--- src/rtl/button_debouncer.sv ---
// -----------------------------------------------------------------------------
// button_debouncer
//
// Conditioning stage between the raw board push-button pins and the button
// controller. Every channel is synchronised into clk with a two-flop
// synchroniser. A new level is accepted only after it has been stable for
// DEBOUNCE_CYCLES consecutive cycles. Channels are identical and independent.
//
// Ports:
//   clk          system clock
//   rst          synchronous, active-high reset
//   raw_buttons  asynchronous button pins (pressed level set by RAW_ACTIVE_LOW)
//   buttons      debounced level, 1 = pressed
//   pressed      one-cycle pulse per accepted press (plus auto-repeats)
//   released     one-cycle pulse per accepted release
//
// Optional feature macro: BUTTON_DEBOUNCE_REPEAT_EN
//   When defined, a held button produces extra pressed pulses. The first comes
//   REPEAT_DELAY cycles after the press, then one every REPEAT_PERIOD cycles.
//   When undefined, REPEAT_DELAY/REPEAT_PERIOD have no effect.
// -----------------------------------------------------------------------------
module button_debouncer #(
  parameter int N_BUTTONS       = 8,
  parameter int DEBOUNCE_CYCLES = 500000,
  parameter int CNT_W           = 20,
  parameter int RAW_ACTIVE_LOW  = 1,
  parameter int REPEAT_DELAY    = 25000000,
  parameter int REPEAT_PERIOD   = 5000000
) (
  input  logic                 clk,
  input  logic                 rst,
  input  logic [N_BUTTONS-1:0] raw_buttons,
  output logic [N_BUTTONS-1:0] buttons,
  output logic [N_BUTTONS-1:0] pressed,
  output logic [N_BUTTONS-1:0] released
);

  // Raw level that means "not pressed". The synchroniser resets to it, so the
  // first cycle after reset never looks like an edge.
  localparam logic             RAW_IDLE = (RAW_ACTIVE_LOW != 0);
  localparam logic [CNT_W-1:0] CNT_MAX  = CNT_W'(DEBOUNCE_CYCLES - 1);

`ifdef BUTTON_DEBOUNCE_REPEAT_EN
  localparam int               RMAX      = (REPEAT_DELAY > REPEAT_PERIOD) ? REPEAT_DELAY : REPEAT_PERIOD;
  localparam int               RW        = $clog2(RMAX + 1);
  localparam logic [RW-1:0]    RDLY_MAX  = RW'(REPEAT_DELAY - 1);
  localparam logic [RW-1:0]    RPER_MAX  = RW'(REPEAT_PERIOD - 1);
`else
  // Repeat timing is not used in this build.
  logic unused_repeat_cfg;
  assign unused_repeat_cfg = ^{REPEAT_DELAY, REPEAT_PERIOD};
`endif

  genvar gi;
  generate
    for (gi = 0; gi < N_BUTTONS; gi++) begin : g_chan
      logic             sync1_reg;
      logic             sync2_reg;
      logic [CNT_W-1:0] cnt_reg;
      logic             buttons_reg;
      logic             pressed_reg;
      logic             released_reg;
      logic             sample;
      logic             flip;
      logic             repeat_fire;

      // Normalised sample: 1 = pressed regardless of pin polarity.
      assign sample = sync2_reg ^ RAW_IDLE;
      // The stable level changes on this edge.
      assign flip   = (sample != buttons_reg) && (cnt_reg == CNT_MAX);

`ifdef BUTTON_DEBOUNCE_REPEAT_EN
      logic [RW-1:0] rcnt_reg;
      logic          rphase_reg;   // 0: waiting for first repeat, 1: periodic

      // A held button repeats, except on the edge where it is released.
      assign repeat_fire = buttons_reg && !flip &&
                           (rcnt_reg == (rphase_reg ? RPER_MAX : RDLY_MAX));

      always_ff @(posedge clk) begin
        if (rst) begin
          rcnt_reg   <= '0;
          rphase_reg <= 1'b0;
        end else if (!buttons_reg || flip) begin
          // Covers idle, the press edge and the release edge.
          rcnt_reg   <= '0;
          rphase_reg <= 1'b0;
        end else if (repeat_fire) begin
          rcnt_reg   <= '0;
          rphase_reg <= 1'b1;
        end else begin
          rcnt_reg   <= rcnt_reg + RW'(1);
        end
      end
`else
      assign repeat_fire = 1'b0;
`endif

      always_ff @(posedge clk) begin
        if (rst) begin
          sync1_reg    <= RAW_IDLE;
          sync2_reg    <= RAW_IDLE;
          cnt_reg      <= '0;
          buttons_reg  <= 1'b0;
          pressed_reg  <= 1'b0;
          released_reg <= 1'b0;
        end else begin
          sync1_reg    <= raw_buttons[gi];
          sync2_reg    <= sync1_reg;
          pressed_reg  <= (flip && sample) || repeat_fire;
          released_reg <= flip && !sample;
          // Any sample equal to the stable level restarts the count, so a
          // single-cycle glitch back to the old level costs a full window.
          if (sample == buttons_reg) begin
            cnt_reg <= '0;
          end else if (cnt_reg == CNT_MAX) begin
            buttons_reg <= sample;
            cnt_reg     <= '0;
          end else begin
            cnt_reg <= cnt_reg + CNT_W'(1);
          end
        end
      end

      assign buttons[gi]  = buttons_reg;
      assign pressed[gi]  = pressed_reg;
      assign released[gi] = released_reg;
    end
  endgenerate

endmodule
--- config.mk ---
export PLATFORM = sky130hd
export DESIGN_NAME = button_debouncer
export DESIGN_NICKNAME = d
export VERILOG_FILES = /design/src/rtl/button_debouncer.sv
export SDC_FILE = /design/constraint.sdc
export NUM_CORES = 1
export LEC_CHECK = 0
export CORE_ASPECT_RATIO = 0.7
export CORE_MARGIN = 2
export CORE_UTILIZATION = 60
export DETAILED_ROUTE_END_ITERATION = 8
export PLACE_DENSITY = 0.79
export SYNTH_ARGS = -nofsm -noshare
export SYNTH_HDL_FRONTEND = slang
export SYNTH_SLANG_ARGS = --single-unit
export TNS_END_PERCENT = 100
--- constraint.sdc ---
create_clock -name clk -period 5.1 [get_ports clk]
set_input_delay 0.765 -clock clk [delete_from_list [all_inputs] [get_ports clk]]
set_output_delay 0.765 -clock clk [all_outputs]
set_load 0.02 [all_outputs]
# ---- Yosys cells after proc, flatten, opt, wreduce, memory -nomap -nowiden
# Index checks and enable logic that the tools add are counted.
dict set report totals {
  regBits 200
  inputBits 10
  out_inout_bits 24
  wordCells 136
}
dict set report classes {
  eq_ne 24
  bitwise 16
  n_reduce_logical 40
  add_sub_neg 8
}
# op count
set op_table {}
lappend op_table {{adder 20 x 1 -> 20 bit (second input constant)} 8}
lappend op_table {{== test 20 x 19 -> 1 bit (second input constant)} 8}
lappend op_table {{logical AND 1 bit} 24}
lappend op_table {{OR reduction 3 bit} 8}
lappend op_table {{NOT 1 bit} 16}
lappend op_table {{AND reduction 2 bit} 8}
lappend op_table {{== test 1 bit} 8}
lappend op_table {{inequality test 1 bit} 8}

# ---- Longest topological paths before layout
dict set report logic_depth {
  ltp_word 4
  depth_mapped 7
  ltp_nobuf 5
}

# ---- Least setup slack after synthesis
# OpenSTA, ideal clock, no wires.
dict set report synth_timing {
  kind {reg-to-reg}
  startpoint {reg g_chan[6].cnt_reg[12]}
  endpoint {reg g_chan[6].cnt_reg[6]}
  slack_ps 3099
  stages_incl_launch_ff 6
  synth_period_minus_slack_ps 2001
  arrival_ps 1886
  cell_sequence {dfxtp_1 > or4_1 > or4_4 > o41ai_4 > buf_6 > nor2_2}
}
dict set report synth_between {
  elab_chain_len 2
}
# item line_no
set synth_lines {}
lappend synth_lines {{from (decl)} 59} ;# logic [CNT_W-1:0] cnt_reg;
lappend synth_lines {{from (signal assigned)} 120} ;# cnt_reg <= cnt_reg + CNT_W'(1);
lappend synth_lines {{== test 20 x 19 -> 1 bit} 116} ;# end else if (cnt_reg == CNT_MAX) begin
lappend synth_lines {{OR reduction 3 bit (no line)} -}
# Every way passes these cells.
# A chain may end at the register's enable or synchronous reset.

# ---- Worst setup path in the final report
dict set report layout_timing {
  startpoint {reg g_chan[6].cnt_reg[9]}
  endpoint {reg g_chan[6].cnt_reg[11]}
}
dict set report layout_between {
  elab_chain_len 2
}
# item
set layout_lines {}
lappend layout_lines {{parallel branches: the longest is 2 deep, another holds adder 20 x 1 -> 20 bit}}
# Several ways; the timed one is not identified.

==> run summary <==
Die footprint: 15500 um^2
EDFF count, synth: 0
CTS tree: done
Worst-path clk slew: 0.07 ns
Grt ovf: 0
Setup crit start kind: flop
Hold-fix buffers, CTS: 0
Initial antenna violation count: 0
I/O pins: 34
Seq pwr share: 0.548
Synthesized cell area: 8700 um^2
Drt pass-1 iters: 5
Worst reg2reg path depth: 5
Count of final hold-check violations: 0
Finished Layout Cells: 1178
Outcome: finished, final reports clean
Core Area: 14100 um^2
Worst Path Max Fanout: 16
Power Internal: 0.00223 W
CP Data Required Time: 5.41 ns
Critical Path End Type: flop
Dpl cells: 1146
Global-route wire length before repair: 27500 um
Fillers: 1153
WP depth: 5
Max-slew violation count: 0
Sw frac: 0.223
Register area share after synthesis: 0.460
Max clock buf depth: 2
Worst-Skew Late Latency: 0.43 ns
Worst VDD drop: 0.225 mV
Critical path's slowest cell: or4_4
IO buf count: 33
Die span in x: 148 um
Row cnt: 36
Pin count of the biggest net entering global routing: 43
Fmax: 0.419 GHz
Setup TNS: 0 ns
Root Driver: clkbuf_16
Max-slew headroom: 0.428
Commonest non-fill, non-tap cell in the layout: dfxtp_1
Worst-path cell chain: or4_1 -> or4_4 -> o41ai_4 -> buf_4 -> nor2_2
Ys async rst share: 0
Crit path largest cell delay: 0.59 ns
ANT nets after route: 0
Arrival @ worst endpoint: 2.69 ns
Final min period: 2.39 ns
Post-route DRC: 0
Utilization after layout: 0.676
N_diodes: 0
Post-CTS sizing: 0
Setup-failing EPs final: 0
Via count: 6553
Max-cap violation count: 0
Net Count, Synth: 993
Final WL: 15700 um
HPWL after DPL: 10600 um
Distinct cell type count after synthesis: 48
Most used DFF post-synth: dfxtp_1
Avg WL per Cell: 13.3 um
Initial core utilization: 0.619
Critical path type: reg2reg
Synth Area per Inst: 8.93 um^2
H-tree depth: 4
Worst hold-check path type: reg2reg
Largest register FFs: 160
Routability Congestion: 0.787
Leakage: 2.89 nW
Starting DRT DRC Count: 319
Gate Count Post-Synth: 975
# Post-CTS Setup Buffers: 0
Switching power total: 0.000641 W
Die height: 105 um
Ys Warns: 0
Hold depth: 1
Number of CTS-inserted buffers: 17
Clock skew: 0.0103 ns
Vias in the first global route: 5946
RSZ-0062 raised after global routing: no
Clk sinks: 200
Via density: 5.56
Gate power share: 0.012
Clock share of power: 0.440
Most frequent cells in the layout: dfxtp_1 (200), nor2_1 (141), xnor2_1 (62), xor2_1 (54), nand3_1 (54)
Tightest Pin Transition: 0.850 ns
Register bit total from synthesis: 200
Power Density: 302 nW/um^2
Crit path buffers/inverters: 1
Top cell family by delay on the critical path: simple AND/OR/NAND/NOR gates
Synth-to-layout area growth: 9.19%
Layout cells sized above 1: 0.0881
Final nets: 993
Global-route usage over all layers: 0.212
Final cycle utilization of the critical path: 0.468
per-layer routing:
metal,part of all wire,global-route usage,up-vias
met5,0,0,-
met4,0.0083,0.0565,0
met3,0.032,0.0358,15
met2,0.44,0.319,91
met1,0.52,0.316,3044
li1,-,-,3403
Yosys cell counts, types with 4 or more instances:
cell type	number	area share
xnor2_1	62	0.062
clkbuf_1	21	0.0091
nand4_1	53	0.038
buf_2	4	0.0023
inv_1	33	0.014
or2_2	19	0.014
a211o_1	5	0.0050
ha_1	8	0.012
nor4b_1	10	0.010
dfxtp_1	200	0.46
o21ai_0	22	0.013
or3_1	20	0.014
o31ai_1	7	0.0060
buf_4	24	0.021
a21oi_2	5	0.0050
or4_1	18	0.016
a21oi_1	38	0.022
nand2_1	41	0.018
nor2_1	141	0.061
nand3_1	54	0.031
nor4_1	18	0.013
nor3_1	35	0.020
nor2_2	15	0.011
and4_1	15	0.015
a311oi_1	4	0.0040
xor2_1	54	0.054
nand4bb_1	4	0.0052
and3_1	15	0.011
power groups by stage:
| stage | clock network [W] | logic [W] | registers (W) |
|---|---|---|---|
| finish | 0.00126 | 0.0000354 | 0.00157 |
| global route | 0.00135 | 0.0000398 | 0.00157 |
| CTS | 0.00128 | 0.0000357 | 0.00157 |
| detailed placement | 0 | 0.0000356 | 0.00161 |
| global placement | 0 | 0.0000353 | 0.00161 |
| floorplan | 0 | 0.0000253 | 0.00161 |
final timing paths:
path                                      startpoint  slack, ns                     to
worst max-delay path            g_chan[6].cnt_reg[9]       2.71  g_chan[6].cnt_reg[11]
worst min-delay path             g_chan[5].sync1_reg       0.41    g_chan[5].sync2_reg
worst max register to register  g_chan[6].cnt_reg[9]       2.71  g_chan[6].cnt_reg[11]
worst min register to register   g_chan[5].sync1_reg       0.41    g_chan[5].sync2_reg
metrics by stage:
step	cell area, um^2	setup WS (ns)	power [W]	hold slack [ns]
floorplan	8700	3.10	0.00163	0.389
global placement	8950	2.75	0.00165	0.392
detailed placement	8950	2.73	0.00165	0.394
CTS	9500	2.72	0.00289	0.412
global route	9500	2.60	0.00297	0.424
finish	9500	2.71	0.00287	0.410
area by class of cell:
type / instances / area, um^2 / area share
clock buffer: 18 / 439 / 0.0462
clock inverter: 14 / 113 / 0.0119
inverter: 33 / 124 / 0.0130
multi-input combinational: 688 / 4240 / 0.447
sequential: 200 / 4000 / 0.421
tap: 190 / 238 / 0.0250
timing repair buffer: 35 / 340 / 0.0358
cell families (layout without fill, tap and decap cells):
group,after synthesis,in the layout,synth area share
adders and majority gates,8,8,0.0115
xor gates and xnor gates,116,116,0.117
buffers and inverters,87,100,0.0522
and+or+nand+nor,474,474,0.294
AOI/OAI and AO/OA,90,90,0.0659
DFF,200,200,0.460
Note: power is estimated with default switching activity, not from simulation.
